$ cat src/rtl/instr_mem_pkg.sv
// Shared definitions for the instruction memory, its boot loader and fetch logic.
package instr_mem_pkg;

  localparam int DEPTH_DEF = 256;
  localparam int WORD_W    = 32;
  localparam int BYTE_W    = 8;

  typedef logic [1:0] state_t;

  localparam state_t ST_IDLE    = 2'd0;
  localparam state_t ST_COLLECT = 2'd1;
  localparam state_t ST_WRITE   = 2'd2;
  localparam state_t ST_DONE    = 2'd3;

endpackage

$ cat src/rtl/instr_mem_loader_if.sv
// Byte-stream input and instruction-memory write port of the boot loader.
interface instr_mem_loader_if;
  import instr_mem_pkg::*;

  logic              byte_valid;
  logic [BYTE_W-1:0] byte_data;
  logic              byte_ready;
  logic              mem_we;
  logic [WORD_W-1:0] mem_addr;
  logic [WORD_W-1:0] mem_wdata;

  // loader side
  modport slave (
    input  byte_valid, byte_data,
    output byte_ready, mem_we, mem_addr, mem_wdata
  );

  // host / memory side
  modport master (
    output byte_valid, byte_data,
    input  byte_ready, mem_we, mem_addr, mem_wdata
  );

endinterface

$ cat src/rtl/instr_mem_loader_byte_packer.sv
// Big-endian 4-byte shift assembler; word_ready marks the cycle the 4th byte is taken.
module byte_packer
  import instr_mem_pkg::*;
(
  input  logic              clk,
  input  logic              rst_n,
  input  logic              clr,
  input  logic              shift_en,
  input  logic [BYTE_W-1:0] byte_data,
  output logic [WORD_W-1:0] word,
  output logic              word_ready
);

  logic [WORD_W-1:0] word_q;
  logic [1:0]        cnt;

  // Shift register and byte counter; clear wipes partial words so nothing stale survives.
  always_ff @(posedge clk or negedge rst_n) begin
    if (!rst_n) begin
      word_q <= '0;
      cnt    <= '0;
    end else if (clr) begin
      word_q <= '0;
      cnt    <= '0;
    end else if (shift_en) begin
      word_q <= {word_q[23:0], byte_data};
      cnt    <= cnt + 2'd1;
    end
  end

  // The word including the byte being accepted, so the FSM can register it on the same edge.
  always_comb begin
    word       = {word_q[23:0], byte_data};
    word_ready = shift_en && (cnt == 2'd3);
  end

endmodule

$ cat src/rtl/instr_mem_loader.sv
// Boot-time loader: packs a byte stream into words and writes them to instruction memory.
module instr_mem_loader
  import instr_mem_pkg::*;
#(
  parameter int DEPTH = DEPTH_DEF,
  parameter int LEN_W = 9
) (
  input  logic                clk,
  input  logic                rst_n,
  input  logic                start,
  input  logic [LEN_W-1:0]    length,
  input  logic [WORD_W-1:0]   base_addr,
  instr_mem_loader_if.slave   bus,
  output logic                busy,
  output logic                done,
  output logic                error
);

  state_t            state, state_nxt;
  logic [LEN_W-1:0]  len_q;
  logic [LEN_W-1:0]  idx;
  logic [WORD_W-1:0] base_q;
  logic              byte_ready_q;
  logic              mem_we_q;
  logic [WORD_W-1:0] mem_addr_q;
  logic [WORD_W-1:0] mem_wdata_q;
  logic              pk_clr;
  logic              pk_shift;
  logic [WORD_W-1:0] pk_word;
  logic              pk_ready;
  logic              len_bad;
  logic [WORD_W-1:0] offset;

  assign bus.byte_ready = byte_ready_q;
  assign bus.mem_we     = mem_we_q;
  assign bus.mem_addr   = mem_addr_q;
  assign bus.mem_wdata  = mem_wdata_q;

  assign pk_shift = bus.byte_valid && byte_ready_q;
  assign pk_clr   = (state == ST_IDLE) || (state == ST_WRITE);
  assign len_bad  = length > LEN_W'(DEPTH);
  assign offset   = {{(WORD_W-LEN_W-2){1'b0}}, idx, 2'b00};

  byte_packer u_packer (
    .clk        (clk),
    .rst_n      (rst_n),
    .clr        (pk_clr),
    .shift_en   (pk_shift),
    .byte_data  (bus.byte_data),
    .word       (pk_word),
    .word_ready (pk_ready)
  );

  // Next-state decode; outputs are registered from state_nxt so they line up with the state.
  always_comb begin
    state_nxt = state;
    case (state)
      ST_IDLE:    if (start) state_nxt = (length == '0 || len_bad) ? ST_DONE : ST_COLLECT;
      ST_COLLECT: if (pk_ready) state_nxt = ST_WRITE;
      ST_WRITE:   state_nxt = ((idx + LEN_W'(1)) == len_q) ? ST_DONE : ST_COLLECT;
      ST_DONE:    state_nxt = ST_IDLE;
      default:    state_nxt = ST_IDLE;
    endcase
  end

  // State, load context and registered outputs; mem_addr/mem_wdata only move on a write.
  always_ff @(posedge clk or negedge rst_n) begin
    if (!rst_n) begin
      state        <= ST_IDLE;
      len_q        <= '0;
      idx          <= '0;
      base_q       <= '0;
      byte_ready_q <= 1'b0;
      mem_we_q     <= 1'b0;
      mem_addr_q   <= '0;
      mem_wdata_q  <= '0;
      busy         <= 1'b0;
      done         <= 1'b0;
      error        <= 1'b0;
    end else begin
      state        <= state_nxt;
      byte_ready_q <= (state_nxt == ST_COLLECT);
      mem_we_q     <= (state_nxt == ST_WRITE);
      busy         <= (state_nxt == ST_COLLECT) || (state_nxt == ST_WRITE);
      done         <= (state_nxt == ST_DONE);
      if (state == ST_IDLE && start) begin
        len_q  <= length;
        base_q <= base_addr & 32'hFFFF_FFFC;
        idx    <= '0;
        error  <= len_bad;
      end
      if (state == ST_WRITE) idx <= idx + LEN_W'(1);
      if (state_nxt == ST_WRITE) begin
        mem_addr_q  <= base_q + offset;
        mem_wdata_q <= pk_word;
      end
    end
  end

endmodule

$ cat src/flat_wrapper.sv
// flat-port wrapper written by rule: the top's interface ports become plain ports
module instr_mem_loader_flat import instr_mem_pkg::*;
#(
  parameter int DEPTH = DEPTH_DEF,
  parameter int LEN_W = 9
)
  (clk, rst_n, start, length, base_addr, busy, done, error, bus_byte_valid, bus_byte_data, bus_byte_ready, bus_mem_we, bus_mem_addr, bus_mem_wdata);
  instr_mem_loader_if bus_i ();
  input  logic clk;
  input  logic rst_n;
  input  logic start;
  input  logic [LEN_W-1:0] length;
  input  logic [WORD_W-1:0] base_addr;
  output logic busy;
  output logic done;
  output logic error;
  input wire logic [$bits(bus_i.byte_valid)-1:0] bus_byte_valid;
  input wire logic [$bits(bus_i.byte_data)-1:0] bus_byte_data;
  output wire logic [$bits(bus_i.byte_ready)-1:0] bus_byte_ready;
  output wire logic [$bits(bus_i.mem_we)-1:0] bus_mem_we;
  output wire logic [$bits(bus_i.mem_addr)-1:0] bus_mem_addr;
  output wire logic [$bits(bus_i.mem_wdata)-1:0] bus_mem_wdata;
  assign bus_i.byte_valid = bus_byte_valid;
  assign bus_i.byte_data = bus_byte_data;
  assign bus_byte_ready = bus_i.byte_ready;
  assign bus_mem_we = bus_i.mem_we;
  assign bus_mem_addr = bus_i.mem_addr;
  assign bus_mem_wdata = bus_i.mem_wdata;
  instr_mem_loader #(.DEPTH(DEPTH), .LEN_W(LEN_W)) u_core (.clk(clk), .rst_n(rst_n), .start(start), .length(length), .base_addr(base_addr), .bus(bus_i), .busy(busy), .done(done), .error(error));
endmodule
$ cat config.mk
export PLATFORM = sky130hd
export DESIGN_NAME = instr_mem_loader_flat
export DESIGN_NICKNAME = d
export VERILOG_FILES = /design/src/rtl/instr_mem_pkg.sv /design/src/rtl/instr_mem_loader_if.sv /design/src/rtl/instr_mem_loader_byte_packer.sv /design/src/rtl/instr_mem_loader.sv /design/src/flat_wrapper.sv
export SDC_FILE = /design/constraint.sdc
export NUM_CORES = 1
export LEC_CHECK = 0
export CAP_MARGIN = 40
export CELL_PAD_IN_SITES_DETAIL_PLACEMENT = 0
export CELL_PAD_IN_SITES_GLOBAL_PLACEMENT = 1
export CORE_UTILIZATION = 37
export CTS_CLUSTER_SIZE = 14
export DETAILED_ROUTE_END_ITERATION = 8
export GPL_TIMING_DRIVEN = 0
export PLACE_DENSITY_LB_ADDON = 0.1
export SYNTH_ARGS = -nofsm -noshare
export SYNTH_HDL_FRONTEND = slang
export SYNTH_SLANG_ARGS = --single-unit
$ cat constraint.sdc
create_clock -name clk -period 3.3 [get_ports clk]
set_clock_uncertainty 0.1 [all_clocks]
set_input_delay 0.66 -clock clk [delete_from_list [all_inputs] [get_ports clk]]
set_output_delay 0.66 -clock clk [all_outputs]
set_load 0.01 [all_outputs]
After elaboration in Yosys (flattened, before gate mapping)
Cells that the tools add are included.
Word-level totals
  memory bits (writable): 0
  memories: 0
  ROM bits: 0
  output and inout bits: 69
  bits in registers: 145
  bits of input ports: 53
  latch bits: 0
  logic and storage cells: 46
Cells by class
  shifts and indexed selects: 0
  multiplexer cells: 11
  equality and inequality tests: 8
  div/mod/pow operators: 0
  order comparisons: 1
  bitwise operators: 0
  multipliers: 0
  reductions and logical operators: 10
  add/subtract/negate cells: 3
Operator list (count)
  $mux 24: 2
  $add 32x11->32: 1
  $mux 9: 2
  $mux 2: 6
  $eq 2x2->1 const B: 5
  $add 9x1->9 const B: 1
  $eq 9x9->1: 1
  $gt 9x9->1 const B: 1
  $logic_not 9->1: 1
  $pmux 2 s4: 1
  $eq 2x1->1 const B: 2
  $reduce_bool 2->1: 2
  $logic_and 1x1->1: 3
  $logic_or 1x1->1: 3
  $add 2x1->2 const B: 1
  $logic_not 2->1: 1

Logic depth before layout (Yosys ltp)
Gate-level depths: netlist of run 1.
  depth in word-level cells: 7
  mapped depth: 12
  gate-level depth less buffers: 12

By module
Synthesis of run 1 repeated with hierarchy kept, for this count alone.
Second synthesis, totals
  cell total of the unflattened synthesis: 554
  area, all modules: 6675.2 sq um
Modules (own cells, without submodules)
  instr_mem_loader: area each 5521.5 sq um, cells each 460, instances 1, seq. area each 2927.8 sq um
  byte_packer: area each 1153.6 sq um, cells each 94, instances 1, seq. area each 650.6 sq um

Least setup slack after synthesis of run 1
Ideal clock, no wire load.
  path kind: reg-to-reg
  from: reg u_core.idx[1]
  to: reg u_core.mem_addr_q[13], in the netlist u_core.bus.mem_addr[13]
  period minus slack after synthesis: 3.512 ns
  path buffers: 3
  data required time: 3.118 ns
  setup slack: -0.212 ns
  arrival time: 3.330 ns
  stages on the path, launching flop included: 13
  setup time: 0.082 ns
  cells stage by stage: dfrtp_1 > ha_1 > nand3_1 > nor3_1 > xnor2_1 > nand4_1 > o41ai_1 > ha_1 > clkbuf_1 > clkbuf_1 > dlygate4sd1_1 > nor2_1 > a31oi_1
Between the ends
  cells in the longest elaborated chain, start to end: 5
  elaborated cells on any way between the ends: 6
  classes of those cells: add/sub: 2; eq/ne: 2; mux: 2
Ends and longest elaborated chain
  start, declared: line instr_mem_loader.sv:21  | logic [LEN_W-1:0] idx;
  start signal, assigned: line instr_mem_loader.sv:92  | if (state == ST_WRITE) idx <= idx + LEN_W'(1);
  $add 9x1->9: line instr_mem_loader.sv:60  | ST_WRITE: state_nxt = ((idx + LEN_W'(1)) == len_q) ? ST_DONE : ST_COLLECT;
  $eq 9x9->1: line instr_mem_loader.sv:60
  $mux 2: line instr_mem_loader.sv:60
  $pmux 2 s4: line instr_mem_loader.sv:57  | case (state)
  $eq 2x2->1: line instr_mem_loader.sv:93  | if (state_nxt == ST_WRITE) begin
  end signal, assigned: line instr_mem_loader.sv:94  | mem_addr_q <= base_q + offset;
  end, declared: line instr_mem_loader.sv:25  | logic [WORD_W-1:0] mem_addr_q;
Several ways; a longest one is shown, not always the timed one.
A chain may end at the register's enable or synchronous reset.

Worst setup path after layout of run 1
  from: in length[0]
  to: reg u_core.mem_addr_q[25], in the netlist u_core.bus.mem_addr[25]
Between the ends
  cells in the longest elaborated chain, start to end: 6
  elaborated cells on any way between the ends: 7
  classes of those cells: order compare: 1; eq/ne: 1; mux: 3; reduce/logical: 2
Ends and longest elaborated chain
  start, declared: line flat_wrapper.sv:12  | input logic [LEN_W-1:0] length;
  $gt 9x9->1 or $logic_not 9->1 (tied branches): line instr_mem_loader.sv:41, instr_mem_loader.sv:58
  $logic_or 1x1->1 (*): line instr_mem_loader.sv:58  | ST_IDLE: if (start) state_nxt = (length == '0 || len_bad) ? ST_DONE : ST_COLLECT;
  $mux 2 (*) (2 in a row): line instr_mem_loader.sv:58
  $pmux 2 s4 (*): line instr_mem_loader.sv:57
  $eq 2x2->1 (*): line instr_mem_loader.sv:93
Every way passes the cells marked *; elsewhere a longest branch is shown, timed or not.

==> results.py, run 1 <==
metrics = {
    "synthesis": {
        "syn_avg_cell_area_um2": 11.0,
        "yosys_warnings": 0,
        "ys_ff_latch": 143,
        "syn_inst": 620,
        "synth_edf_count": 0,
        "ys_async_sr_fraction_pct": 100,
        "synth_flop_cell": "dfrtp_1",
        "yosysSeqAreaShare_pct": 52.4,
        "syn_area_mm2": 0.00683,
        "yosysUniqueCellTypes": 59,
    },
    "sta": {
        "setup_slack_ns": 0.202,
        "tightest_slew_ns": 0.774,
        "final_max_slew_viol_count": 0,
        "hold_viol": 0,
        "fmax_mhz": 323,
        "final.min_clock_period_ns": 3.10,
        "relSlewSlack_pct": 48.3,
        "setup_viol": 0,
        "rsz0062_at_grt": "no",
        "fin_crit_sh_pct": 93.9,
        "hold_slack_ns": 0.173,
    },
    "clock_network": {
        "cts_root_buf": "clkbuf_16",
        "clk_latency_ns": 0.43,
        "cts_buffers": 17,
        "clockBufferDepth": 2,
        "htree_levels": 4,
        "clkTransAtPathRegs_ns": 0.06,
        "clock-sinks": 143,
        "cts_tree": "yes",
    },
    "global_routing": {
        "overflow": 0,
        "grt_pass1_wl_mm": 27.7,
        "grt_pass1_vias": 5207,
        "grtUsageTotal_pct": 19.4,
        "antenna_found_initial": 0,
        "grt_max_degree": 76,
    },
    "final_layout": {
        "drive_gt1_share_pct": 20.1,
        "final_common_cell": "dfrtp_1",
        "fill_cells": 1632,
        "antenna_cells": 0,
        "area_delta_synth_final_pct": 32.6,
        "final_cell_mix": "dfrtp_1 (140), clkdlybuf4s50_1 (116), nand2_1 (86), mux2_2 (74), a21boi_0 (26)",
        "layout.cells.non_filler": 1000,
        "final_nets": 828,
    },
    "worst_setup_path": {
        "crit_path_max_fanout": 10,
        "crit_path_start_kind": "input port",
        "critPathKind": "in -> reg",
        "reg2regPathDepth": 12,
        "cpMaxStageDelayCell": "clkdlybuf4s50_1",
        "max_stage_delay_ns": 0.47,
        "cp_data_arrival_time_ns": 3.35,
        "worstSetupEndpointType": "flip-flop",
        "crit_chain": "clkdlybuf4s50_1 > nor4_2 > nand2_1 > ha_1 > nor3b_2 > o21ai_2 > o41ai_4 > ha_2 > buf_4 > clkbuf_8 > clkbuf_4 > o2111ai_1 > nand3_1",
        "required_ns": 3.56,
    },
    "drt": {
        "drtPass1Iterations": 4,
        "routed_via_density": 5.29,
        "route.vias.total": 5293,
        "drt_iter0_drc": 219,
        "routedWlPerCell_um": 17.4,
        "ant_nets": 0,
        "routed_wl_mm": 17.4,
        "route.detailed.drc": 0,
    },
    "min_path": {
        "hp-class": "in -> async",
    },
    "power_and_ir_drop": {
        "pwr_density_cell_mw_per_mm2": 925,
        "total_power_mw": 8.37,
        "p_leak_nw": 3.87,
        "vdd_drop_max_mv": 0.429,
    },
    "placed_design": {
        "dpl.cell_count": 968,
        "hpwlAfterDp_mm": 12.5,
        "portBuffers": 117,
        "place_congestion": 0.823,
        "dpl_worst_slack_ns": -1.20,
    },
    "floorplanning": {
        "die_x_um": 138,
        "die-area_mm2": 0.0190,
        "initial_utilization_pct": 37.9,
        "row_count": 49,
        "die_y_um": 138,
        "num_io_pins": 122,
        "core_mm2": 0.0180,
    },
    "flow_run": {
        "drv_cap": 0,
    },
    "outcome": {
        "status": "finished clean",
    },
}
[layout make-up]
type | count | area (um^2) | area share [%]
Multi-Input combinational cell | 435 | 3120 | 34.5
Tap cell | 229 | 287 | 3.16
Clock inverter | 14 | 194 | 2.14
Sequential cell | 143 | 3580 | 39.6
Clock buffer | 18 | 439 | 4.85
Buffer | 30 | 176 | 1.95
Inverter | 11 | 41.3 | 0.456
Timing Repair Buffer | 120 | 1210 | 13.4
[kinds of logic (layout without fill, tap and decap cells)]
family,after synthesis,count (layout),synth area share [%]
other cells,1,2,0.0549
flops,143,143,52.4
mux,77,77,12.6
simple gates,202,202,14.4
xor+xnor,18,18,2.31
fa+ha+maj,17,17,3.22
compound gates,119,119,12.1
buf+inv,43,193,2.89
[sequential cells by signal (all words and copies together), names as in the netlist]
| register | flops |
|---|---|
| u_core.bus.mem_addr | 30 |
| u_core.len_q | 9 |
| u_core.bus.mem_we | 1 |
| u_core.state | 2 |
| u_core.u_packer.word_q | 24 |
| u_core.base_q | 30 |
| u_core.bus.byte_ready | 1 |
| u_core.bus.mem_wdata | 32 |
| u_core.error | 1 |
| u_core.idx | 9 |
| u_core.u_packer.cnt | 2 |
| u_core.busy | 1 |
| u_core.done | 1 |
[Yosys cell counts (4+ instances only)]
cell       count  area [um^2]
dfrtp_1      143         3580
nand2_1       86          323
mux2_2        74          833
a21boi_0      26          195
nand3_1       23          115
nor2_1        21         78.8
o21ai_0       21          105
a31oi_1       19          119
clkbuf_1      19         71.3
a21oi_1       17         85.1
ha_1          16          200
nor3_1        13         65.1
inv_1         11         41.3
xnor2_1       11         96.3
nand4_1       10         62.6
and3_1         8         50.1
or3_1          7         43.8
xor2_1         7         61.3
and2_1         5         31.3
buf_4          5         37.5
nor4_1         5         31.3
a2111o_1       4         45.0
buf_2          4         20.0
nor2b_1        4         25.0
nor3b_1        4         30.0
o2111ai_1      4         35.0
o31ai_1        4         30.0
[through the flow]
stage	TNS, ns	util [%]	area [um^2]
finish	0	50.2	9050
global route	0	50.2	9050
CTS	0	50.0	9020
detailed placement	-60.50	46.2	8330
global placement	-693.17	46.1	8300
floorplan	0	-	6850
[path summary, 6_finish.rpt]
path                            slack (ns)                            startpoint                                    to
worst max-delay path                  0.20                             length[0]   u_core.bus.mem_addr[25]$_DFFE_PN0N_
worst min-delay path                  0.17                                 rst_n         u_core.base_q[26]$_DFFE_PN0P_
worst max register to register        0.21             u_core.idx[1]$_DFFE_PN0P_   u_core.bus.mem_addr[25]$_DFFE_PN0N_
worst min register to register        0.41  u_core.bus.mem_wdata[30]$_DFFE_PN0N_  u_core.bus.mem_wdata[30]$_DFFE_PN0N_
max in group asynchronous             2.13                                 rst_n             u_core.idx[2]$_DFFE_PN0P_
min in group clk                      0.41  u_core.bus.mem_wdata[30]$_DFFE_PN0N_  u_core.bus.mem_wdata[30]$_DFFE_PN0N_
[what timing repair did]
item,in CTS,in global routing
pin swaps,1,3
setup endpoints to repair,62,62
resized for setup,22,11
setup buffers,1,1
hold buffers,0,0
[layer usage]
metal  track usage (%)  part of all wire (%)
met3              4.35                   4.5
met1              25.2                    46
met5                 0                     0
met4              6.70                   1.2
met2              31.8                    48
[critical path: cells and delay by family]
family / cells / cell delay (ns)
AO/OA/AOI/OAI: 3 / 0.33
adder cells (fa/ha/maj): 2 / 0.58
buffers and inverters: 4 / 1.11
AND/OR/NAND/NOR: 4 / 0.67
[report_power, final]
group | leakage (nW) | switching, mW | internal, mW
clock | 0.313 | 0.836 | 1.24
sequential | 1.80 | 0.667 | 2.50
combinational | 1.75 | 1.47 | 1.66
Power figures use the tool's default switching activity.
==> run 2, diff against run 1 <==
--- a/config.mk
+++ b/config.mk
@@ -8,9 +8,10 @@
 export CAP_MARGIN = 40
 export CELL_PAD_IN_SITES_DETAIL_PLACEMENT = 0
 export CELL_PAD_IN_SITES_GLOBAL_PLACEMENT = 1
-export CORE_UTILIZATION = 37
+export CORE_UTILIZATION = 45
 export CTS_CLUSTER_SIZE = 14
 export DETAILED_ROUTE_END_ITERATION = 8
+export DONT_BUFFER_PORTS = 1
 export GPL_TIMING_DRIVEN = 0
 export PLACE_DENSITY_LB_ADDON = 0.1
 export SYNTH_ARGS = -nofsm -noshare
==> run 2 against run 1 <==
  * The flow now finishes with violations (DRC, hold timing)
  * Via count fell by 8.7%
  * Global-route usage rose by 2.6 points
  * Critical path depth fell by 4
  * Non-clock buffer count fell by 112
  * Maximum frequency fell by 2.0%
  * Design area fell by 14%
  * Highest routed layer unchanged
==> results.py, run 2 (synthesized netlist as in run 1, its figures left out) <==
metrics = {
    "final_layout": {
        "antenna_cells": 0,
        "regArea_mm2": 0.00358,
        "multi_input_area_mm2": 0.00310,
        "final_common_cell": "dfrtp_1",
        "drive_gt1_share_pct": 23.3,
        "fill_cells": 1313,
        "fin_util_pct": 53.1,
        "largest_reg_flops": 32,
        "final_cell_mix": "dfrtp_1 (141), nand2_1 (86), mux2_2 (74), a21boi_0 (26), nand3_1 (22)",
        "area_delta_synth_final_pct": 13.8,
        "final_nets": 716,
    },
    "floorplanning": {
        "initial_utilization_pct": 46.6,
        "row_count": 44,
        "num_io_pins": 122,
        "core_mm2": 0.0146,
        "die-area_mm2": 0.0157,
        "die_x_um": 125,
        "die_y_um": 125,
    },
    "worst_setup_path": {
        "setup.worst_path.end": "u_core.bus.mem_wdata[22]$_DFFE_PN0N_",
        "reg2regPathDepth": 9,
        "worstSetupEndpointType": "flip-flop",
        "critPathKind": "reg -> reg",
        "crit_chain": "nand2_1 > nor3_4 > xnor2_1 > nand4_1 > o41ai_4 > ha_2 > buf_4 > buf_2 > mux2_2",
        "max_stage_delay_ns": 0.55,
        "cp_data_arrival_time_ns": 3.37,
        "crit_path_max_fanout": 10,
        "crit_path_start_kind": "flip-flop",
        "cpMaxStageDelayCell": "dfrtp_1",
        "reg2reg_from": "u_core.idx[4]$_DFFE_PN0P_",
        "r2r_end": "u_core.bus.mem_wdata[22]$_DFFE_PN0N_",
        "ff2ff_setup_slack_ns": 0.14,
        "required_ns": 3.50,
        "startpoint": "u_core.idx[4]$_DFFE_PN0P_",
    },
    "global_routing": {
        "antenna_found_initial": 0,
        "top_usage_layer": "met2",
        "grt_max_degree": 144,
        "grtUsageTotal_pct": 22.0,
        "grt_pass1_wl_mm": 26.6,
        "overflow": 0,
        "grtUsageMet2_pct": 36.0,
        "grt_pass1_vias": 4928,
        "use_met3_pct": 6.29,
        "use_met1_pct": 28.2,
    },
    "sta": {
        "fmax_mhz": 316,
        "relSlewSlack_pct": 47.9,
        "hold_viol": 143,
        "fin_crit_sh_pct": 95.8,
        "hold_slack_ns": -0.169,
        "setup_viol": 0,
        "final.min_clock_period_ns": 3.16,
        "tns_ns": 0,
        "tightest_slew_ns": 0.780,
        "final_max_slew_viol_count": 0,
    },
    "clock_network": {
        "cts_root_buf": "clkbuf_16",
        "clk_latency_ns": 0.42,
        "clock-sinks": 143,
        "clkTransAtPathRegs_ns": 0.07,
        "clockBufferDepth": 2,
        "htree_levels": 4,
        "cts_buffers": 17,
        "cts_tree": "yes",
    },
    "drt": {
        "route.detailed.drc": 16,
        "routed_via_density": 5.74,
        "route.vias.total": 4832,
        "routedWlPerCell_um": 19.5,
        "drt_iter0_drc": 276,
        "drtPass1Iterations": 9,
        "ant_nets": 0,
        "routed_wl_mm": 16.4,
    },
    "power_and_ir_drop": {
        "switching_share_pct": 37.1,
        "combPwrFrac_pct": 29.0,
        "p_int_mw": 4.68,
        "pwr_density_cell_mw_per_mm2": 956,
        "clkPwrFrac_pct": 25.5,
        "pwr-share-seq_pct": 45.5,
        "vdd_drop_max_mv": 0.584,
        "p_sw_mw": 2.76,
        "p_leak_nw": 3.40,
    },
    "outcome": {
        "violations": "DRC, hold timing",
        "status": "finished with violations",
    },
    "placed_design": {
        "place_congestion": 0.805,
        "hpwlAfterDp_mm": 11.3,
        "portBuffers": 0,
    },
    "flow_run": {
        "drv_cap": 0,
    },
    "min_path": {
        "hp-class": "in -> async",
    },
}
==> run 2: cell count changes in the layout (fill, tap and decap cells not counted), moves of 2 or more <==
cell | before | now
bufinv_16 | 3 | 1
buf_4 | 10 | 17
clkdlybuf4s50_1 | 116 | 0
inv_6 | 6 | 4
clkbuf_8 | 2 | 5
clkinvlp_4 | 0 | 3
inv_8 | 3 | 0
==> run 2: worst max-delay path, delay by kind of cell (launching register included) <==
kind | cells | cell delay (ns)
AOI/OAI and AO/OA | 1 | 0.48
xor gates and xnor gates | 1 | 0.15
adders and majority gates | 1 | 0.27
buffers and inverters | 2 | 0.46
DFF | 1 | 0.55
muxes | 1 | 0.37
and+or+nand+nor | 3 | 0.64
==> run 2: power groups by stage <==
stage / Combinational, mW / Clock, mW / Sequential (mW)
global placement: 2.04 / 0 / 3.38
CTS: 2.12 / 1.94 / 3.39
detailed placement: 2.10 / 0 / 3.40
global route: 2.43 / 2.00 / 3.49
floorplan: 1.71 / 0 / 3.14
finish: 2.15 / 1.90 / 3.38
==> run 2: per-stage QoR <==
step | std cells | area, um^2 | total power, mW | setup WS, ns
finish | 842 | 7770 | 7.43 | 0.139
global route | 842 | 7770 | 7.92 | -0.0296
CTS | 835 | 7710 | 7.45 | 0.0117
detailed placement | 805 | 7080 | 5.49 | -1.03
global placement | 805 | 7080 | 5.42 | -1.02
floorplan | 621 | 6850 | 4.86 | 0.0497
==> run 2: what timing repair did <==
item,in CTS,in global routing
endpoints found under the setup margin,62,62
resized for setup,22,6
hold endpoints to repair,143,143
buffers inserted,0,8
pin swaps,2,3
==> run 2: cell type report <==
class	instances	area share (%)
inverters	11	0.531
multi-input cells	435	39.9
clock buffers	21	6.18
well taps	184	2.96
plain buffers	30	2.25
flip-flops and latches	143	46.1
clock inverters	10	1.30
repair buffers	8	0.773
==> run 2: worst min path at each step <==
stage | start | endpoint | slack, ns | cells after the start
after floorplan | rst_n | u_core.base_q[10]$_DFFE_PN0P_ | 0.26 | 0
after CTS | rst_n | u_core.base_q[6]$_DFFE_PN0P_ | -0.18 | 0
after global placement | rst_n | u_core.bus.mem_addr[28]$_DFFE_PN0N_ | 0.27 | 0
after global routing | rst_n | u_core.base_q[28]$_DFFE_PN0P_ | -0.19 | 0
after detailed placement | rst_n | u_core.base_q[26]$_DFFE_PN0P_ | 0.27 | 0
final | rst_n | u_core.bus.mem_addr[29]$_DFFE_PN0N_ | -0.17 | 0
==> run 2: layer usage <==
layer	vias to the layer above	part of all wire [%]
met4	0	1.2
met5	-	0
li1	2270	-
met2	116	49
met3	14	6.3
met1	2432	44
